<file path="config.mk">
export PLATFORM = sky130hd
export DESIGN_NAME = mem_ctrl
export DESIGN_NICKNAME = d
export VERILOG_FILES = /design/src/rtl/mem_ctrl.sv
export SDC_FILE = /design/constraint.sdc
export NUM_CORES = 1
export LEC_CHECK = 0
export BUFFER_PORTS_ARGS = -buffer_cell sky130_fd_sc_hd__buf_4
export CAP_MARGIN = 10
export CORE_ASPECT_RATIO = 1.2
export CORE_MARGIN = 10
export CORE_UTILIZATION = 61
export CTS_BUF_LIST = sky130_fd_sc_hd__clkbuf_4 sky130_fd_sc_hd__clkbuf_8
export CTS_CLUSTER_DIAMETER = 80
export DETAILED_ROUTE_END_ITERATION = 8
export HOLD_SLACK_MARGIN = 0.02
export PLACE_DENSITY = 0.88
export SYNTH_ARGS = -nofsm -noshare
export SYNTH_HDL_FRONTEND = slang
export SYNTH_SLANG_ARGS = --single-unit
</file>
<file path="constraint.sdc">
create_clock -name clk -period 4.35 [get_ports clk]
set_input_delay 0.435 -clock clk [delete_from_list [all_inputs] [get_ports clk]]
set_output_delay 0.435 -clock clk [all_outputs]
set_load 0.02 [all_outputs]
</file>
<file path="src/rtl/mem_ctrl.sv">
// Byte-serial memory controller: arbitrates instruction fetches, data loads and data
// stores onto a single 8-bit RAM port with registered address and write strobe.
module mem_ctrl (
    input  logic        clk,
    input  logic        rst,
    input  logic        instruction_read_flag,
    input  logic [31:0] instruction_read_address,
    output logic        instruction_flag,
    output logic [31:0] instruction,
    input  logic        data_read_flag,
    input  logic        data_write_flag,
    input  logic [31:0] data_address,
    input  logic [1:0]  data_len,
    input  logic [31:0] data_write_value,
    output logic        data_flag,
    output logic [31:0] data_value,
    input  logic [7:0]  mem_din,
    output logic [7:0]  mem_dout,
    output logic [31:0] mem_a,
    output logic        mem_wr
);
    typedef enum logic [1:0] {IDLE, READ, WRITE, DONE} state_t;

    state_t      state, state_next;
    logic [31:0] base, base_next;
    logic [2:0]  len, len_next;
    logic [2:0]  cnt, cnt_next;
    logic [31:0] wdata, wdata_next;
    logic [31:0] rdata, rdata_next;
    logic        fetch, fetch_next;
    logic        instruction_flag_next, data_flag_next, mem_wr_next;
    logic [31:0] instruction_next, data_value_next, mem_a_next;
    logic [7:0]  mem_dout_next;
    logic [1:0]  rd_idx, wr_idx;
    logic        fetch_abort;

    function automatic logic [2:0] byte_count(input logic [1:0] size);
        case (size)
            2'd0:    byte_count = 3'd1;
            2'd1:    byte_count = 3'd2;
            default: byte_count = 3'd4;
        endcase
    endfunction

    // cnt holds the number of the upcoming edge counted from acceptance; the byte
    // arriving on mem_din belongs to the address issued one edge earlier.
    assign rd_idx = cnt[1:0] - 2'd1;
    assign wr_idx = cnt[1:0];
    assign fetch_abort = fetch && (!instruction_read_flag || (instruction_read_address != base));

    always_ff @(posedge clk) begin
        if (rst) begin
            state            <= IDLE;
            base             <= '0;
            len              <= '0;
            cnt              <= '0;
            wdata            <= '0;
            rdata            <= '0;
            fetch            <= 1'b0;
            instruction_flag <= 1'b0;
            instruction      <= '0;
            data_flag        <= 1'b0;
            data_value       <= '0;
            mem_dout         <= '0;
            mem_a            <= '0;
            mem_wr           <= 1'b0;
        end else begin
            state            <= state_next;
            base             <= base_next;
            len              <= len_next;
            cnt              <= cnt_next;
            wdata            <= wdata_next;
            rdata            <= rdata_next;
            fetch            <= fetch_next;
            instruction_flag <= instruction_flag_next;
            instruction      <= instruction_next;
            data_flag        <= data_flag_next;
            data_value       <= data_value_next;
            mem_dout         <= mem_dout_next;
            mem_a            <= mem_a_next;
            mem_wr           <= mem_wr_next;
        end
    end

    always_comb begin
        state_next            = state;
        base_next             = base;
        len_next              = len;
        cnt_next              = cnt;
        wdata_next            = wdata;
        rdata_next            = rdata;
        fetch_next            = fetch;
        instruction_flag_next = 1'b0;
        instruction_next      = instruction;
        data_flag_next        = 1'b0;
        data_value_next       = data_value;
        mem_dout_next         = mem_dout;
        mem_a_next            = mem_a;
        mem_wr_next           = 1'b0;

        case (state)
            IDLE: begin
                if (data_write_flag) begin
                    base_next     = data_address;
                    len_next      = byte_count(data_len);
                    wdata_next    = data_write_value;
                    fetch_next    = 1'b0;
                    cnt_next      = 3'd1;
                    mem_a_next    = data_address;
                    mem_dout_next = data_write_value[7:0];
                    mem_wr_next   = 1'b1;
                    state_next    = WRITE;
                end else if (data_read_flag) begin
                    base_next  = data_address;
                    len_next   = byte_count(data_len);
                    fetch_next = 1'b0;
                    cnt_next   = 3'd1;
                    rdata_next = '0;
                    mem_a_next = data_address;
                    state_next = READ;
                end else if (instruction_read_flag) begin
                    base_next  = instruction_read_address;
                    len_next   = 3'd4;
                    fetch_next = 1'b1;
                    cnt_next   = 3'd1;
                    rdata_next = '0;
                    mem_a_next = instruction_read_address;
                    state_next = READ;
                end
            end

            READ: begin
                if (fetch_abort) begin
                    state_next = IDLE;
                end else begin
                    rdata_next[{rd_idx, 3'b000} +: 8] = mem_din;
                    if (cnt == len) begin
                        if (fetch) begin
                            instruction_flag_next = 1'b1;
                            instruction_next      = rdata_next;
                        end else begin
                            data_flag_next  = 1'b1;
                            data_value_next = rdata_next;
                        end
                        state_next = DONE;
                    end else begin
                        mem_a_next = base + {29'd0, cnt};
                        cnt_next   = cnt + 3'd1;
                    end
                end
            end

            WRITE: begin
                if (cnt == len) begin
                    data_flag_next = 1'b1;
                    state_next     = DONE;
                end else begin
                    mem_a_next    = base + {29'd0, cnt};
                    mem_dout_next = wdata[{wr_idx, 3'b000} +: 8];
                    mem_wr_next   = 1'b1;
                    cnt_next      = cnt + 3'd1;
                end
            end

            default: begin
                state_next = IDLE;
            end
        endcase
    end
endmodule

</file>
; Word-level counts from Yosys, hierarchy flattened
; Index checks and enable logic that the tools add are counted.
; Widths: inputs -> output; s select.
[totals]
register_bits = 212
in_bits = 111
output_inout_bits = 107
wordCells = 96
[op_classes]
n_addsub = 4
eq_ne = 11
shifts = 3
mux = 43
bitwise_logic = 4
n_reduce_logical = 17
[ops]
columns = operator, count
row1 = $mux 32, 9
row2 = $pmux 32 s3, 1
row3 = $pmux 32 s2, 1
row4 = $add 32x3->32, 1
row5 = $bwmux 32, 1
row6 = $ne 32x32->1, 1
row7 = $shift 8x7->32 const A, 1
row8 = $shiftx 32x6->8, 1
row9 = $shiftx 8x7->32, 1
row10 = $mux 3, 8
row11 = $mux 8, 2
row12 = $pmux 8 s2, 1
row13 = $reduce_and 4->1, 3
row14 = $mux 1, 10
row15 = $mux 2, 5
row16 = $pmux 3 s3, 1
row17 = $ne 2x2->1 const B, 4
row18 = $neg 5->7, 1
row19 = $pmux 2 s3, 1
row20 = $pmux 3 s2, 1
row21 = $reduce_and 3->1, 2
row22 = $reduce_bool 3->1, 2
row23 = $eq 2x1->1 const B, 2
row24 = $logic_not 2->1, 2
row25 = 14 further kinds, 20

; Depth between registers and ports, before layout
[logic_depth]
depth_word = 6
depth_mapped = 10
ltp_nobuf = 8

; Least setup slack after synthesis
; Ideal clock, no wire load.
[synth_timing]
path_kind = reg-to-reg
startpoint = register cnt[0]
endpoint = register mem_a[24]
setup_time_ps = 115
t_arrival_ps = 2195
slack_ps = 2040
stages_incl_launch_ff = 9
period_less_slack_ps = 2310
cell_sequence = dfxtp_1 -> ha_1 -> fa_1 -> a21oi_1 -> or4b_4 -> nor4_1 -> xnor2_1 -> nand2_1 -> a31o_1
[synth_via]
elab_chain_len = 4
word_cells_on_any_way = 5
[synth_rtl]
columns = element, line_no
row1 = "start, declared", 27  ; logic [2:0] cnt, cnt_next;
row2 = "start signal, assigned", 71  ; cnt <= cnt_next;
row3 = $add 32x3->32 or $eq 3x3->1 (tied branches), --
row4 = $mux 32 *, "137, 154"
row5 = $mux 32, 133  ; if (fetch_abort) begin
row6 = $pmux 32 s3 *, 101  ; case (state)
row7 = "end signal, assigned", 80  ; mem_a <= mem_a_next;
row8 = "end, declared", 19  ; output logic [31:0] mem_a,
; Mark *: on every way between the ends. The rest lies on a longest branch, timed or not. The select of a mux whose other input is x is not followed.
; A chain may end at the register's enable or synchronous reset.

; Final worst setup path
[layout_timing]
startpoint = register cnt[1]
endpoint = register mem_a[5]
; Same word-level chain as after synthesis.

==> results.py <==
metrics = {
    "power_and_ir_drop": {
        "swShare_pct": 41.7,
        "power.internal_uw": 4450,
        "combinationalPowerShare_pct": 42.2,
        "clkPwrFrac_pct": 22.1,
        "power_switching_uw": 3180,
        "seqPwrFrac_pct": 35.7,
        "power.density_nw_per_um2": 606,
        "vdd_ir_drop_max_v": 0.000359,
        "p_leak_uw": 0.00567,
    },
    "finish": {
        "postLayoutCellArea_um2": 12600,
        "layout.cells.non_filler": 1575,
        "antennaDiodeCount": 0,
        "fin_nets": 1468,
        "syn2layout_area_growth_pct": 21.0,
        "drive_gt1_share_pct": 24.9,
    },
    "worst_setup_path": {
        "critPathMaxFanout": 32,
        "critPathLaunch": "cnt[1]$_SDFFE_PP0P_",
        "crit_path_top_delay_cell": "a21o_1",
        "worstSetupEndpointType": "flop",
        "worstPathRequired_ns": 4.76,
        "r2r_start": "cnt[1]$_SDFFE_PP0P_",
        "path_cells": "xor2_1 -> nor3_1 -> a21o_1 -> nor2_2 -> a31o_2",
        "r2r-end": "mem_a[5]$_SDFFE_PP0P_",
        "r2r_cells": 5,
        "cp_top_family": "compound AO/OA/AOI/OAI gates",
        "slowest_delay_ns": 1.00,
        "cp-start-kind": "flop",
        "r2r_slack_ns": 1.14,
        "arrival_ns": 3.62,
        "path_depth": 5,
        "path_buf_inv": 0,
        "worstSetupPathType": "reg -> reg",
        "crit_end": "mem_a[5]$_SDFFE_PP0P_",
    },
    "die": {
        "start_util_pct": 61.8,
        "die_h_um": 163,
        "die_w_um": 139,
        "core_um2": 16900,
        "row_count": 52,
        "io_pins": 218,
        "die_area_um2": 22700,
    },
    "global_route": {
        "track_usage_pct": 26.3,
        "antenna_found_initial": 0,
        "grt_remaining_overflow": 0,
        "grt_max_degree": 104,
        "grt_pass1_wl_um": 49900,
        "grt_pass1_vias": 9475,
    },
    "sta": {
        "fin_setup_tns_ns": 0,
        "setup_viol": 0,
        "timing.fmax_ghz": 0.311,
        "setup_ws_ns": 1.14,
        "hold_violations": 0,
        "holdWs_ns": 0.166,
        "tightest_slew_ns": 1.25,
        "slew_viol_final": 0,
        "fin_crit_sh_pct": 73.9,
        "skew_ns": 0.00893,
        "rsz0062_at_grt": "false",
        "fin_crit_ns": 3.21,
        "slew_headroom_pct": 16.4,
    },
    "routing": {
        "drt_wl_total_um": 31700,
        "drtAntennaViolNets": 0,
        "first_iter_violations": 1091,
        "viasPerCell": 6.15,
        "drc": 0,
        "num_vias": 9687,
        "drt_pass1_iterations": 6,
        "wl_per_cell_um": 20.1,
    },
    "synth": {
        "synth_fp_nets": 1298,
        "yosysMostFrequentCell": "dfxtp_1",
        "yosysTopAreaCell": "dfxtp_1",
        "ys_ff_latch": 212,
        "synth_top_area_share_pct": 40.8,
        "ys_top_cells_by_area": "dfxtp_1 (41%), mux2i_1 (7.1%), a21oi_1 (5.3%)",
        "async_reset_ff_share_pct": 0,
        "synth_common_cells": "dfxtp_1 (212), nor2_1 (118), a21oi_1 (110)",
        "yosysWarnings": 0,
        "synth-seq-area-share_pct": 40.8,
        "synth_cell_types": 65,
        "ys.flop_type": "dfxtp_1",
        "syn_area_per_cell_um2": 8.88,
        "syn_area_um2": 10400,
        "synth-edff-count": 0,
        "synth_cells": 1173,
    },
    "clock_network": {
        "ctsResizeCount": 0,
        "cts_tree": "built",
        "htreeDepth": 2,
        "post-cts-setup-buffers": 0,
        "ctsHoldBuffers": 0,
        "cts.clk_slew.worst_paths_ns": 0.06,
        "clock_latency_ns": 0.52,
        "clk_path_buf_depth": 3,
        "clock-sinks": 212,
        "cts_root_buf": "clkbuf_8",
        "numCtsBuffers": 34,
    },
    "worst_hold_path": {
        "hold_path_class": "in -> reg",
    },
    "run_status": {
        "status": "finished clean",
    },
    "place": {
        "globalplace.congestion": 0.995,
        "port_buffers": 217,
        "dpl_worst_slack_ns": 1.23,
        "placed_area_um2": 12000,
        "placed_cells": 1523,
        "hpwlAfterDp_um": 22300,
    },
    "job": {
        "maxCapViolCount": 0,
    },
}
==> layout make-up <==
class,count,area (um^2)
clock buffers,44,581
clock inverters,8,67.6
fillers,1218,4250
inverters,42,158
multi-input cells,826,5570
flip-flops and latches,212,4240
well taps,216,270
repair buffers,227,1710
==> cell families (layout without fill, tap and decap cells) <==
group	Yosys count	after routing	synth area share, %
XOR/XNOR	55	55	4.63
flip-flops	212	212	40.8
AO/OA/AOI/OAI	309	309	20.5
AND/OR/NAND/NOR	358	358	16.9
multiplexers	90	90	9.71
adder cells (fa/ha/maj)	14	14	1.75
buffers and inverters	135	321	5.79
==> worst reg2reg max path, cell delays in order, from the launching register on <==
cell     delay, ns
dfxtp_1       0.83
xor2_1        0.18
nor3_1        0.50
a21o_1        1.00
nor2_2        0.28
a31o_2        0.32
==> sequential cells by signal (all words and copies together) (netlist names) <==
signal            count
len                   3
data_value           32
mem_wr                1
fetch                 1
base                 32
instruction_flag      1
mem_dout              8
cnt                   3
rdata                32
data_flag             1
wdata                32
state                 2
mem_a                32
instruction          32
==> layer usage <==
layer  vias up  track usage (%)  wire (um)
li1       4498                -          -
met1      4546             30.4      12000
met2       531             44.0      15300
met3       112             7.00       2940
met4         0             13.2       1450
met5         -                0          0
==> how the worst min path moves through the flow <==
stage | from | endpoint | slack [ns] | cells past startpoint
floorplan | rdata[0]$_SDFFE_PP0P_ | rdata[0]$_SDFFE_PP0P_ | 0.42 | 1
global placement | rdata[3]$_SDFFE_PP0P_ | rdata[3]$_SDFFE_PP0P_ | 0.44 | 1
detailed placement | rdata[13]$_SDFFE_PP0P_ | rdata[13]$_SDFFE_PP0P_ | 0.44 | 1
CTS | data_write_value[29] | wdata[29]$_SDFFE_PP0P_ | 0.15 | 3
global route | data_len[0] | len[1]$_SDFFE_PP0P_ | 0.16 | 3
finish | data_write_value[29] | wdata[29]$_SDFFE_PP0P_ | 0.17 | 3
==> cells in the final DEF, fill, tap and decap left out, types with 5 or more instances in the layout <==
master / synthesis / final
a211oi_1: 50 / 50
a211oi_2: 20 / 20
a21oi_1: 110 / 110
a31o_1: 9 / 9
a31o_2: 5 / 5
and2_1: 5 / 5
and3_1: 5 / 5
and4_1: 5 / 5
buf_4: 4 / 226
clkbuf_8: 0 / 40
clkinv_2: 0 / 6
dfxtp_1: 212 / 212
ha_1: 13 / 13
inv_1: 41 / 41
mux2_2: 8 / 8
mux2i_1: 74 / 74
mux4_2: 8 / 8
nand2_1: 102 / 102
nand3_1: 23 / 23
nand4_1: 17 / 17
nor2_1: 118 / 118
nor2b_1: 34 / 34
nor3_1: 11 / 11
nor4_1: 11 / 11
o211a_1: 7 / 7
o211ai_1: 13 / 13
o21ai_0: 34 / 34
o21ai_1: 13 / 13
o2bb2ai_1: 32 / 32
xnor2_1: 27 / 27
xor2_1: 28 / 28
==> per-stage QoR <==
stage | power (uW) | utilization (%)
final | 7630 | 74.8
after global placement | 5830 | 70.9
after detailed placement | 5920 | 70.9
after global routing | 8040 | 74.8
after CTS | 7600 | 74.8
after floorplan | 4870 | -
==> power groups by stage <==
stage	sequential [uW]	combinational, uW	clock, uW
floorplan	2870	2000	0
global placement	2740	3090	0
detailed placement	2750	3160	0
CTS	2720	3190	1700
global route	2770	3470	1790
finish	2730	3220	1690
Power figures use the tool's default switching activity.
